--- src/rtl/exec_pipe_pkg.sv ---
// Shared definitions for exec_pipe: opcode enumeration, FLAGS bit positions,
// default widths and small opcode-class helpers.
package exec_pipe_pkg;

  localparam int unsigned DW_DEF  = 16;
  localparam int unsigned RW_DEF  = 3;
  localparam int unsigned OPW_DEF = 4;

  // FLAGS = {V,C,N,Z}
  localparam int unsigned FLAG_Z = 0;
  localparam int unsigned FLAG_N = 1;
  localparam int unsigned FLAG_C = 2;
  localparam int unsigned FLAG_V = 3;

  typedef enum logic [3:0] {
    OP_NOP = 4'd0,
    OP_ADD = 4'd1,
    OP_SUB = 4'd2,
    OP_AND = 4'd3,
    OP_OR  = 4'd4,
    OP_XOR = 4'd5,
    OP_SHL = 4'd6,
    OP_SHR = 4'd7,
    OP_MOV = 4'd8,
    OP_CMP = 4'd9
  } op_e;

  function automatic logic op_writes(input op_e op);
    return (op >= OP_ADD) && (op <= OP_MOV);
  endfunction

  function automatic logic op_sets_flags(input op_e op);
    return (op == OP_ADD) || (op == OP_SUB) || (op == OP_CMP);
  endfunction

endpackage

--- src/rtl/exec_alu.sv ---
// Combinational ALU for exec_pipe: DW-bit modular result, {V,C,N,Z} flags
// and register-write enable for the decoded opcode.
module exec_alu
  import exec_pipe_pkg::*;
#(
  parameter int unsigned DW = DW_DEF
) (
  input  op_e           i_op,
  input  logic [DW-1:0] i_a,
  input  logic [DW-1:0] i_b,
  output logic [DW-1:0] o_result,
  output logic [3:0]    o_flags,
  output logic          o_we
);

  localparam int unsigned SHW = $clog2(DW);

  logic [DW:0]    w_sum;
  logic [DW:0]    w_diff;
  logic [SHW-1:0] w_sh;
  logic           w_c;
  logic           w_v;

  assign w_sum  = {1'b0, i_a} + {1'b0, i_b};
  assign w_diff = {1'b0, i_a} - {1'b0, i_b};
  assign w_sh   = i_b[SHW-1:0];

  always_comb begin
    o_result = '0;
    w_c      = 1'b0;
    w_v      = 1'b0;
    case (i_op)
      OP_ADD: begin
        o_result = w_sum[DW-1:0];
        w_c      = w_sum[DW];
        w_v      = (i_a[DW-1] == i_b[DW-1]) && (w_sum[DW-1] != i_a[DW-1]);
      end
      // C is not-borrow: set when A >= B unsigned
      OP_SUB, OP_CMP: begin
        o_result = w_diff[DW-1:0];
        w_c      = ~w_diff[DW];
        w_v      = (i_a[DW-1] != i_b[DW-1]) && (w_diff[DW-1] != i_a[DW-1]);
      end
      OP_AND:  o_result = i_a & i_b;
      OP_OR:   o_result = i_a | i_b;
      OP_XOR:  o_result = i_a ^ i_b;
      OP_SHL:  o_result = i_a << w_sh;
      OP_SHR:  o_result = i_a >> w_sh;
      OP_MOV:  o_result = i_a;
      default: o_result = '0;
    endcase
    o_flags         = '0;
    o_flags[FLAG_V] = w_v;
    o_flags[FLAG_C] = w_c;
    o_flags[FLAG_N] = o_result[DW-1];
    o_flags[FLAG_Z] = (o_result == '0);
  end

  assign o_we = op_writes(i_op);

endmodule

--- src/rtl/exec_pipe.sv ---
// Three-stage execute pipeline (capture / execute / writeback) in front of an
// external register file. Define EXEC_PIPE_FWD_EN for operand forwarding;
// without it, dependent instructions are held off via IN_READY.
module exec_pipe
  import exec_pipe_pkg::*;
#(
  parameter int unsigned DW  = DW_DEF,
  parameter int unsigned RW  = RW_DEF,
  parameter int unsigned OPW = OPW_DEF
) (
  input  logic           CLK,
  input  logic           RST,
  input  logic           IN_VALID,
  output logic           IN_READY,
  input  logic [OPW-1:0] OPCODE,
  input  logic [RW-1:0]  A,
  input  logic [RW-1:0]  B,
  input  logic [RW-1:0]  C,
  input  logic           STALL,
  input  logic           FLUSH,
  output logic [RW-1:0]  A_SEL,
  output logic [RW-1:0]  B_SEL,
  input  logic [DW-1:0]  ADAT,
  input  logic [DW-1:0]  BDAT,
  output logic [RW-1:0]  C_SEL,
  output logic [DW-1:0]  C_OUT,
  output logic           C_WRITE,
  output logic [3:0]     FLAGS
);

`ifdef EXEC_PIPE_FWD_EN
  localparam bit FWD_EN = 1'b1;
`else
  localparam bit FWD_EN = 1'b0;
`endif

  logic          r_s1_v, r_s1_we;
  op_e           r_s1_op;
  logic [RW-1:0] r_s1_dst, r_s1_asel, r_s1_bsel;
  logic [DW-1:0] r_s1_a, r_s1_b;

  logic          r_s2_v, r_s2_we;
  op_e           r_s2_op;
  logic [RW-1:0] r_s2_dst, r_s2_asel, r_s2_bsel;
  logic [DW-1:0] r_s2_a, r_s2_b;

  logic          r_s3_v, r_s3_we;
  logic [RW-1:0] r_s3_dst;
  logic [DW-1:0] r_s3_res;
  logic [3:0]    r_flags;

  op_e           w_in_op;
  logic          w_in_we, w_accept, w_wr, w_hazard;
  logic [DW-1:0] w_in_a, w_in_b, w_s1_a, w_s1_b, w_s2_a, w_s2_b;
  logic [DW-1:0] w_alu_res;
  logic [3:0]    w_alu_flags;
  logic          w_alu_we;

  assign w_in_op  = (OPCODE <= OPW'(OP_CMP)) ? op_e'(OPCODE[3:0]) : OP_NOP;
  assign w_in_we  = op_writes(w_in_op);
  assign w_wr     = r_s3_v & r_s3_we & ~STALL;
  assign w_accept = IN_VALID & IN_READY;

  // A register written on an edge is picked up from C_OUT by whichever of
  // S1-capture or S1->S2 happens on that same edge; the S2 mux covers the
  // producer sitting directly ahead in S3.
  assign w_in_a = (FWD_EN && w_wr && r_s3_dst == A) ? r_s3_res : ADAT;
  assign w_in_b = (FWD_EN && w_wr && r_s3_dst == B) ? r_s3_res : BDAT;
  assign w_s1_a = (FWD_EN && w_wr && r_s3_dst == r_s1_asel) ? r_s3_res : r_s1_a;
  assign w_s1_b = (FWD_EN && w_wr && r_s3_dst == r_s1_bsel) ? r_s3_res : r_s1_b;
  assign w_s2_a = (FWD_EN && r_s3_v && r_s3_we && r_s3_dst == r_s2_asel) ? r_s3_res : r_s2_a;
  assign w_s2_b = (FWD_EN && r_s3_v && r_s3_we && r_s3_dst == r_s2_bsel) ? r_s3_res : r_s2_b;

  assign w_hazard = IN_VALID && (
      (r_s1_v && r_s1_we && (r_s1_dst == A || r_s1_dst == B)) ||
      (r_s2_v && r_s2_we && (r_s2_dst == A || r_s2_dst == B)) ||
      (r_s3_v && r_s3_we && (r_s3_dst == A || r_s3_dst == B)));

  assign IN_READY = ~RST & ~STALL & (FWD_EN | ~w_hazard);

  exec_alu #(.DW(DW)) u_alu (
    .i_op     (r_s2_op),
    .i_a      (w_s2_a),
    .i_b      (w_s2_b),
    .o_result (w_alu_res),
    .o_flags  (w_alu_flags),
    .o_we     (w_alu_we)
  );

  always_ff @(posedge CLK or posedge RST) begin
    if (RST) begin
      r_s1_v   <= 1'b0;
      r_s2_v   <= 1'b0;
      r_s3_v   <= 1'b0;
      r_s3_we  <= 1'b0;
      r_s3_dst <= '0;
      r_s3_res <= '0;
      r_flags  <= '0;
    end else if (!STALL) begin
      if (FLUSH) begin
        r_s1_v <= 1'b0;
        r_s2_v <= 1'b0;
        r_s3_v <= 1'b0;
      end else begin
        r_s1_v <= w_accept;
        r_s2_v <= r_s1_v;
        r_s3_v <= r_s2_v;
        if (r_s2_v) begin
          r_s3_we  <= w_alu_we;
          r_s3_dst <= r_s2_dst;
          r_s3_res <= w_alu_res;
          if (op_sets_flags(r_s2_op)) r_flags <= w_alu_flags;
        end
      end
    end
  end

  always_ff @(posedge CLK) begin
    if (!STALL) begin
      if (w_accept) begin
        r_s1_op   <= w_in_op;
        r_s1_we   <= w_in_we;
        r_s1_dst  <= C;
        r_s1_asel <= A;
        r_s1_bsel <= B;
        r_s1_a    <= w_in_a;
        r_s1_b    <= w_in_b;
      end
      if (r_s1_v) begin
        r_s2_op   <= r_s1_op;
        r_s2_we   <= r_s1_we;
        r_s2_dst  <= r_s1_dst;
        r_s2_asel <= r_s1_asel;
        r_s2_bsel <= r_s1_bsel;
        r_s2_a    <= w_s1_a;
        r_s2_b    <= w_s1_b;
      end
    end
  end

  assign A_SEL   = A;
  assign B_SEL   = B;
  assign C_SEL   = r_s3_dst;
  assign C_OUT   = r_s3_res;
  assign C_WRITE = w_wr;
  assign FLAGS   = r_flags;

endmodule

--- config.mk ---
export PLATFORM = sky130hd
export DESIGN_NAME = exec_pipe
export DESIGN_NICKNAME = d
export VERILOG_FILES = /design/src/rtl/exec_pipe_pkg.sv /design/src/rtl/exec_alu.sv /design/src/rtl/exec_pipe.sv
export SDC_FILE = /design/constraint.sdc
export NUM_CORES = 1
export LEC_CHECK = 0
export ABC_AREA = 1
export CELL_PAD_IN_SITES_DETAIL_PLACEMENT = 0
export CELL_PAD_IN_SITES_GLOBAL_PLACEMENT = 1
export CORE_ASPECT_RATIO = 0.75
export CORE_UTILIZATION = 43
export CTS_CLUSTER_SIZE = 28
export DETAILED_ROUTE_END_ITERATION = 8
export PLACE_DENSITY = 0.78
export REMOVE_ABC_BUFFERS = 1
export SYNTH_ARGS = -nofsm -noshare
export SYNTH_HDL_FRONTEND = slang
export SYNTH_SLANG_ARGS = --single-unit
--- constraint.sdc ---
create_clock -name CLK -period 3.5 [get_ports CLK]
set_input_delay 0.35 -clock CLK [delete_from_list [all_inputs] [get_ports CLK]]
set_output_delay 0.35 -clock CLK [all_outputs]
set_load 0.05 [all_outputs]
* After elaboration in Yosys (flattened, before gate mapping)
Index checks and enable logic that the tools add are counted.
** Storage, ports and cells
- Register bits :: 107
- Latch bits :: 0
- RAM bits :: 0
- Memory bits (read-only) :: 0
- Input port bits :: 50
- Output and inout bits :: 31
- Logic and storage cells :: 89
- Memories kept :: 0
** Operators by class
- Add/subtract/negate cells :: 2
- Multipliers :: 0
- Div/mod/pow operators :: 0
- $lt $le $gt $ge :: 5
- Eq/ne operators :: 19
- Shift-type cells :: 2
- Muxes and demuxes :: 7
- Bitwise operators :: 13
- Reduce and logical (&&, ||, !) cells :: 24
** Operators by type and width (number)
- $pmux 16 s8 :: 1
- $eq 3x3->1 :: 6
- $add 16x16->17 :: 1
- $sub 16x16->17 :: 1
- $and 16x16->16 :: 1
- $eq 4x3->1 const B :: 4
- $logic_not 16->1 :: 1
- $or 16x16->16 :: 1
- $shl 16x4->16 :: 1
- $shr 16x4->16 :: 1
- $xor 16x16->16 :: 1
- $le 4x4->1 const B :: 3
- $logic_and 1x1->1 :: 11
- $eq 4x2->1 const B :: 2
- $eq 4x4->1 const B :: 2
- $ge 4x1->1 const B :: 2
- $logic_or 1x1->1 :: 7
- $and 1x1->1 :: 5
- $not 1->1 :: 5
- $eq 4x1->1 const B :: 1
- $mux 4 :: 1
- $pmux 1 s2 :: 2
- $reduce_and 2->1 :: 2
- $reduce_and 4->1 :: 1
- other kinds (5) :: 9

* Depth between registers and ports, before layout
- Depth in word-level cells :: 10
- Gate-level depth with buffers :: 21
- Gate-level depth less buffers :: 18

* Hierarchy
Synthesis repeated with hierarchy kept, for this count alone.
** Second synthesis, totals
- Cell total of the unflattened synthesis :: 1119
- Area, all modules :: 8277.9 µm²
** Modules (own cells, without submodules)
- exec_alu :: instances 1, cells an instance 865, area each 4334.2 µm², seq. area each 0.0 µm²
- exec_pipe :: instances 1, cells an instance 254, area each 3943.8 µm², seq. area each 3078.0 µm²

* Least setup slack after synthesis
No wires, ideal clock.
- Path kind :: flip-flop to flip-flop
- Start point :: register r_s3_dst[1] (netlist: C_SEL[1])
- End point :: register r_s1_a[0] (enable)
- Setup time :: 0.394 ns
- Data arrival time :: 2.066 ns
- Data required time :: 3.106 ns
- Path slack :: 1.040 ns
- Stages on the path, launching flop included :: 9
- Path buffers :: 0
- Clock period less this slack :: 2.460 ns
- Path through :: dfrtp_1 xnor2_1 nand3_1 o31ai_1 nand3_1 nand3_1 nand2_1 nand4_1 inv_1
** On the way
- Longest elaborated chain between the ends :: 9
- Elaborated cells on any way between the ends :: 10
- Those cells by class :: eq/ne: 2; bitwise: 3; reduce/logical: 5
** RTL lines
- start: declaration :: line exec_pipe.sv:48 : logic [RW-1:0] r_s3_dst;
- start signal: assignment :: line exec_pipe.sv:110 : r_s3_dst <= r_s2_dst;
- $eq 3x3->1 :: line exec_pipe.sv:77 : (r_s3_v && r_s3_we && (r_s3_dst == A || r_s3_dst == B)));
- $logic_or 1x1->1 (*) :: line exec_pipe.sv:77
- $logic_and 1x1->1 (*) :: line exec_pipe.sv:77
- $logic_or 1x1->1 (*) :: line exec_pipe.sv:76 : (r_s2_v && r_s2_we && (r_s2_dst == A || r_s2_dst == B)) ||
- $logic_and 1x1->1 (*) :: line exec_pipe.sv:74 : assign w_hazard = IN_VALID && (
- $not 1->1 (*) :: line exec_pipe.sv:79 : assign IN_READY = ~RST & ~STALL & (FWD_EN | ~w_hazard);
- $and 1x1->1 (*) :: line exec_pipe.sv:79
- $and 1x1->1 (*) :: line exec_pipe.sv:62 : assign w_accept = IN_VALID & IN_READY;
- $reduce_and 2->1 (no source line) (*)
- end signal: assignment :: line exec_pipe.sv:126 : r_s1_a <= w_in_a;
- end: declaration :: line exec_pipe.sv:40 : logic [DW-1:0] r_s1_a, r_s1_b;
Mark *: on every way between the ends. The rest lies on a longest branch, timed or not.
A chain may end at the register's enable or synchronous reset.

* Worst setup path after layout
- Start point :: register r_s2_a[0]
- End point :: register r_flags[0] (netlist: FLAGS[0])
** On the way
- Longest elaborated chain between the ends :: 3
- Elaborated cells on any way between the ends :: 9
- Those cells by class :: add/sub: 2; shift: 2; mux: 1; bitwise: 3; reduce/logical: 1
** RTL lines
- start: declaration :: line exec_pipe.sv:45 : logic [DW-1:0] r_s2_a, r_s2_b;
- start signal: assignment :: line exec_pipe.sv:135 : r_s2_a <= w_s1_a;
- $sub 16x16->17 (tied with other cells) :: line exec_alu.sv:25 : assign w_diff = {1'b0, i_a} - {1'b0, i_b};
- $pmux 16 s8 (*) :: line exec_alu.sv:32 : case (i_op)
- $logic_not 16->1 (*) :: line exec_alu.sv:56 : o_flags[FLAG_Z] = (o_result == '0);
- end signal: assignment :: line exec_pipe.sv:112 : if (op_sets_flags(r_s2_op)) r_flags <= w_alu_flags;
- end: declaration :: line exec_pipe.sv:50 : logic [3:0] r_flags;
Marked as above.

==> run_results.csv <==
group,metric,value,unit
status,run_status,"complete, no violations",
floorplanning,die_area,0.01946,sq mm
timing,clock_skew,9.143,ps
placement,placed_area,0.009123,sq mm
yosys,synth_top_cell_by_area,"edfxtp_1",
floorplanning,io-pin-count,81,
clock_network,cts_buffers,9,
setup_path,crit_path_end_kind,"flip-flop",
drt,met2_length,11.31,mm
timing,rsz0062_at_grt,"no",
yosys,avgSynthCellArea,7.199,sq um
timing,fin_hold_ws,412.8,ps
drt,vias,7689,
floorplanning,die_y,121.1,um
placement,dp_cells,1430,
clock_network,post_cts_resize_count,0,
yosys,synth_cells,1129,
clock_network,cts_tree,"done",
setup_path,cpMostUsedCell,"nand2_1",
drt,routedWlPerCell,18.91,um
timing,relSlewSlack,0.5686,
timing,slew_violations,0,
layout,nets,1298,
global_route,grt_usage,0.2905,
placement,hpwl,21.28,mm
yosys,synth_edf_count,80,
placement,post-place-ws,571.6,ps
setup_path,critPathMaxStageDelay,590,ps
power_and_ir_drop,p_per_area,351.4,mW/mm^2
yosys,ys_seq_area_frac,0.3787,
yosys,synth_most_common_cell,"nand2_1",
clock_network,h-tree-depth,3,
setup_path,worstPathMaxFanout,5,
layout,drive_above_1_share,0.05254,
layout,stdcell_count,1446,
clock_network,postCtsHoldBufs,0,
drt,routed.top_layer,"met4",
yosys,synth_commonest_cells,"347 x nand2_1, 171 x nand3_1, 123 x inv_1, 108 x nor2_1, 80 x edfxtp_1",
timing,hold_violations,0,
power_and_ir_drop,vdd_drop_max,0.0003071,V
global_route,antenna_found_initial,0,
run,cap_violations,0,
drt,met3_length,2.822,mm
setup_path,worst-path-buf-inv,2,
global_route,grt_start_max_net_pins,41,
layout,final_util,0.5097,
setup_path,critPathLaunchType,"flip-flop",
yosys,synth_area,0.008128,sq mm
drt,dr.pass1.iters,7,
timing,period_minus_slack,3037,ps
floorplanning,initial_core_util,0.4392,
setup_path,cp.depth,18,
setup_path,critical_path.cell_chain,"ha_1 > inv_1 > fa_1 > inv_1 > nand2_1 > nand2_1 > nand3_1 > nand2_1 > nand2_1 > nand2_1 > nand2_1 > nand3_1 > nand3_1 > nor2_1 > nand3_1 > nor2_1 > nand2_1 > nand2_1",
power_and_ir_drop,leakagePower,4.394,nW
layout,fillers,1876,
layout,area_growth_syn_to_layout,16.07,%
yosys,synth-async-reset-ratio,0.2523,
yosys,yosys_most_used_dff,"edfxtp_1",
global_route,grt-ovfl-total,0,
drt,drt_wl_total,27.35,mm
worst_hold_path,hold_class,"input pin to async pin",
setup_path,required,3820,ps
timing,finalCritPeriodShare,0.8677,
drt,drc,0,
clock_network,clockRootBuffer,"clkbuf_16",
power_and_ir_drop,fin_total_pwr,3.315,mW
timing,fmax,329.3,MHz
drt,drtIter0Drc,847,
setup_path,crit_arrival,3350,ps
setup_path,crit_slowest_cell,"edfxtp_1",
drt,wl_met1,12.68,mm
timing,setup_ws,463.2,ps
timing,worst_pin_slew,646.3,ps
yosys,synth-seq-cells,107,
clock_network,cts_setup_buffers,0,
clock_network,cts.sinks,107,
setup_path,path_class,"flip-flop to flip-flop",
clock_network,clock_latency,370,ps
global_route,grt_pass1_wl,41.51,mm
yosys,synth_area_leaders,"edfxtp_1 30%, nand2_1 16%, nand3_1 11%",
floorplanning,core_area,0.01851,sq mm
clock_network,clock_path_buffers,2,
drt,ant_nets,0,
floorplanning,die_w,160.8,um
setup_path,reg2reg_setup_slack,460,ps
setup_path,ff2ff_path_depth,18,
placement,io_buffers,80,
yosys,ys_types,45,
floorplanning,num_rows,43,
timing,setup-violations-final,0,
yosys,synth_top_area_frac,0.2956,
layout,design_area,0.009434,sq mm
placement,globalplace.congestion,1.000,
layout,diodes,0,
global_route,grt_pass1_vias,7061,
timing,setup-tns-final,0,ps
clock_network,clk_pin_slew_worst_paths,80,ps
yosys,yosysWarnings,0,
drt,vias_per_cell,5.317,
setup_path,critical_path.top_delay_family,"simple AND/OR/NAND/NOR gates",
==> cell type report <==
cell class                      instances  area (sq um)  area share
Clock buffer                            9         225.2     0.02387
Clock inverter                          7         86.33    0.009151
Inverter                              136         510.5     0.05411
Multi-Input combinational cell        845          4312      0.4570
Sequential cell                       107          3078      0.3263
Tap cell                              247         309.0     0.03276
Timing Repair Buffer                   95         913.4     0.09682
==> cells in the final DEF, fill, tap and decap left out, types with 2 or more instances in the layout <==
master and instances:
inv_6 2, o22ai_1 3, nand2_2 7, inv_1 122, clkbuf_16 9, o2111ai_1 2, o31ai_1 3, clkdlybuf4s50_1 80
o211ai_1 2, o21bai_1 3, clkinv_8 2, nand4_1 14, and2_1 4, nor3_1 8, xnor2_1 10, edfxtp_1 80
dfrtp_1 27, nor2_1 108, nand2_1 347, nor2_4 4, nor2_2 4, buf_4 15, a21oi_1 30, fa_1 2
o21ai_0 24, inv_2 13, ha_1 52, or2_1 2, xor2_1 11, nand2_4 2, o21ai_1 16, nand3_1 171
a31oi_1 5
==> tightest hold or removal path: stages <==
cell,delay (ps)
clkdlybuf4s50_1,430
inv_1,80
buf_4,330
==> kinds of logic (layout without fill, tap and decap cells) <==
group	Yosys count	in the layout	share of synthesized area
AND/OR/NAND/NOR	678	678	0.3602
AO/OA/AOI/OAI	92	92	0.06266
flip-flops	107	107	0.3787
buffers and inverters	177	247	0.09082
adder cells (fa/ha/maj)	54	54	0.08498
XOR/XNOR	21	21	0.02263
==> routing by layer <==
| metal | vias to the layer above | track usage |
|---|---|---|
| met2 | 365 | 0.4202 |
| li1 | 3795 | - |
| met1 | 3489 | 0.4216 |
| met4 | 0 | 0.08667 |
| met5 | - | 0 |
| met3 | 40 | 0.07587 |
==> where the power goes <==
part           total, mW  internal (mW)  switching [mW]
clock network       1.07          0.517           0.555
logic              0.736          0.258           0.478
registers           1.51           1.45          0.0577
==> final timing paths <==
path                            startpoint        end
worst max-delay path             r_s2_a[0]   FLAGS[0]
worst min-delay path                   RST     r_s1_v
worst max register to register   r_s2_a[0]   FLAGS[0]
worst min register to register   r_s1_b[4]  r_s2_b[4]
max in group asynchronous              RST   C_OUT[3]
min in group CLK                 r_s1_b[4]  r_s2_b[4]
==> state kept, by name (all words and copies together) (netlist names), 4 cells and up <==
name / count
C_OUT: 16
FLAGS: 4
r_s1_a: 16
r_s1_b: 16
r_s1_op: 4
r_s2_a: 16
r_s2_b: 16
r_s2_op: 4
(Power assumes the default switching activity.)
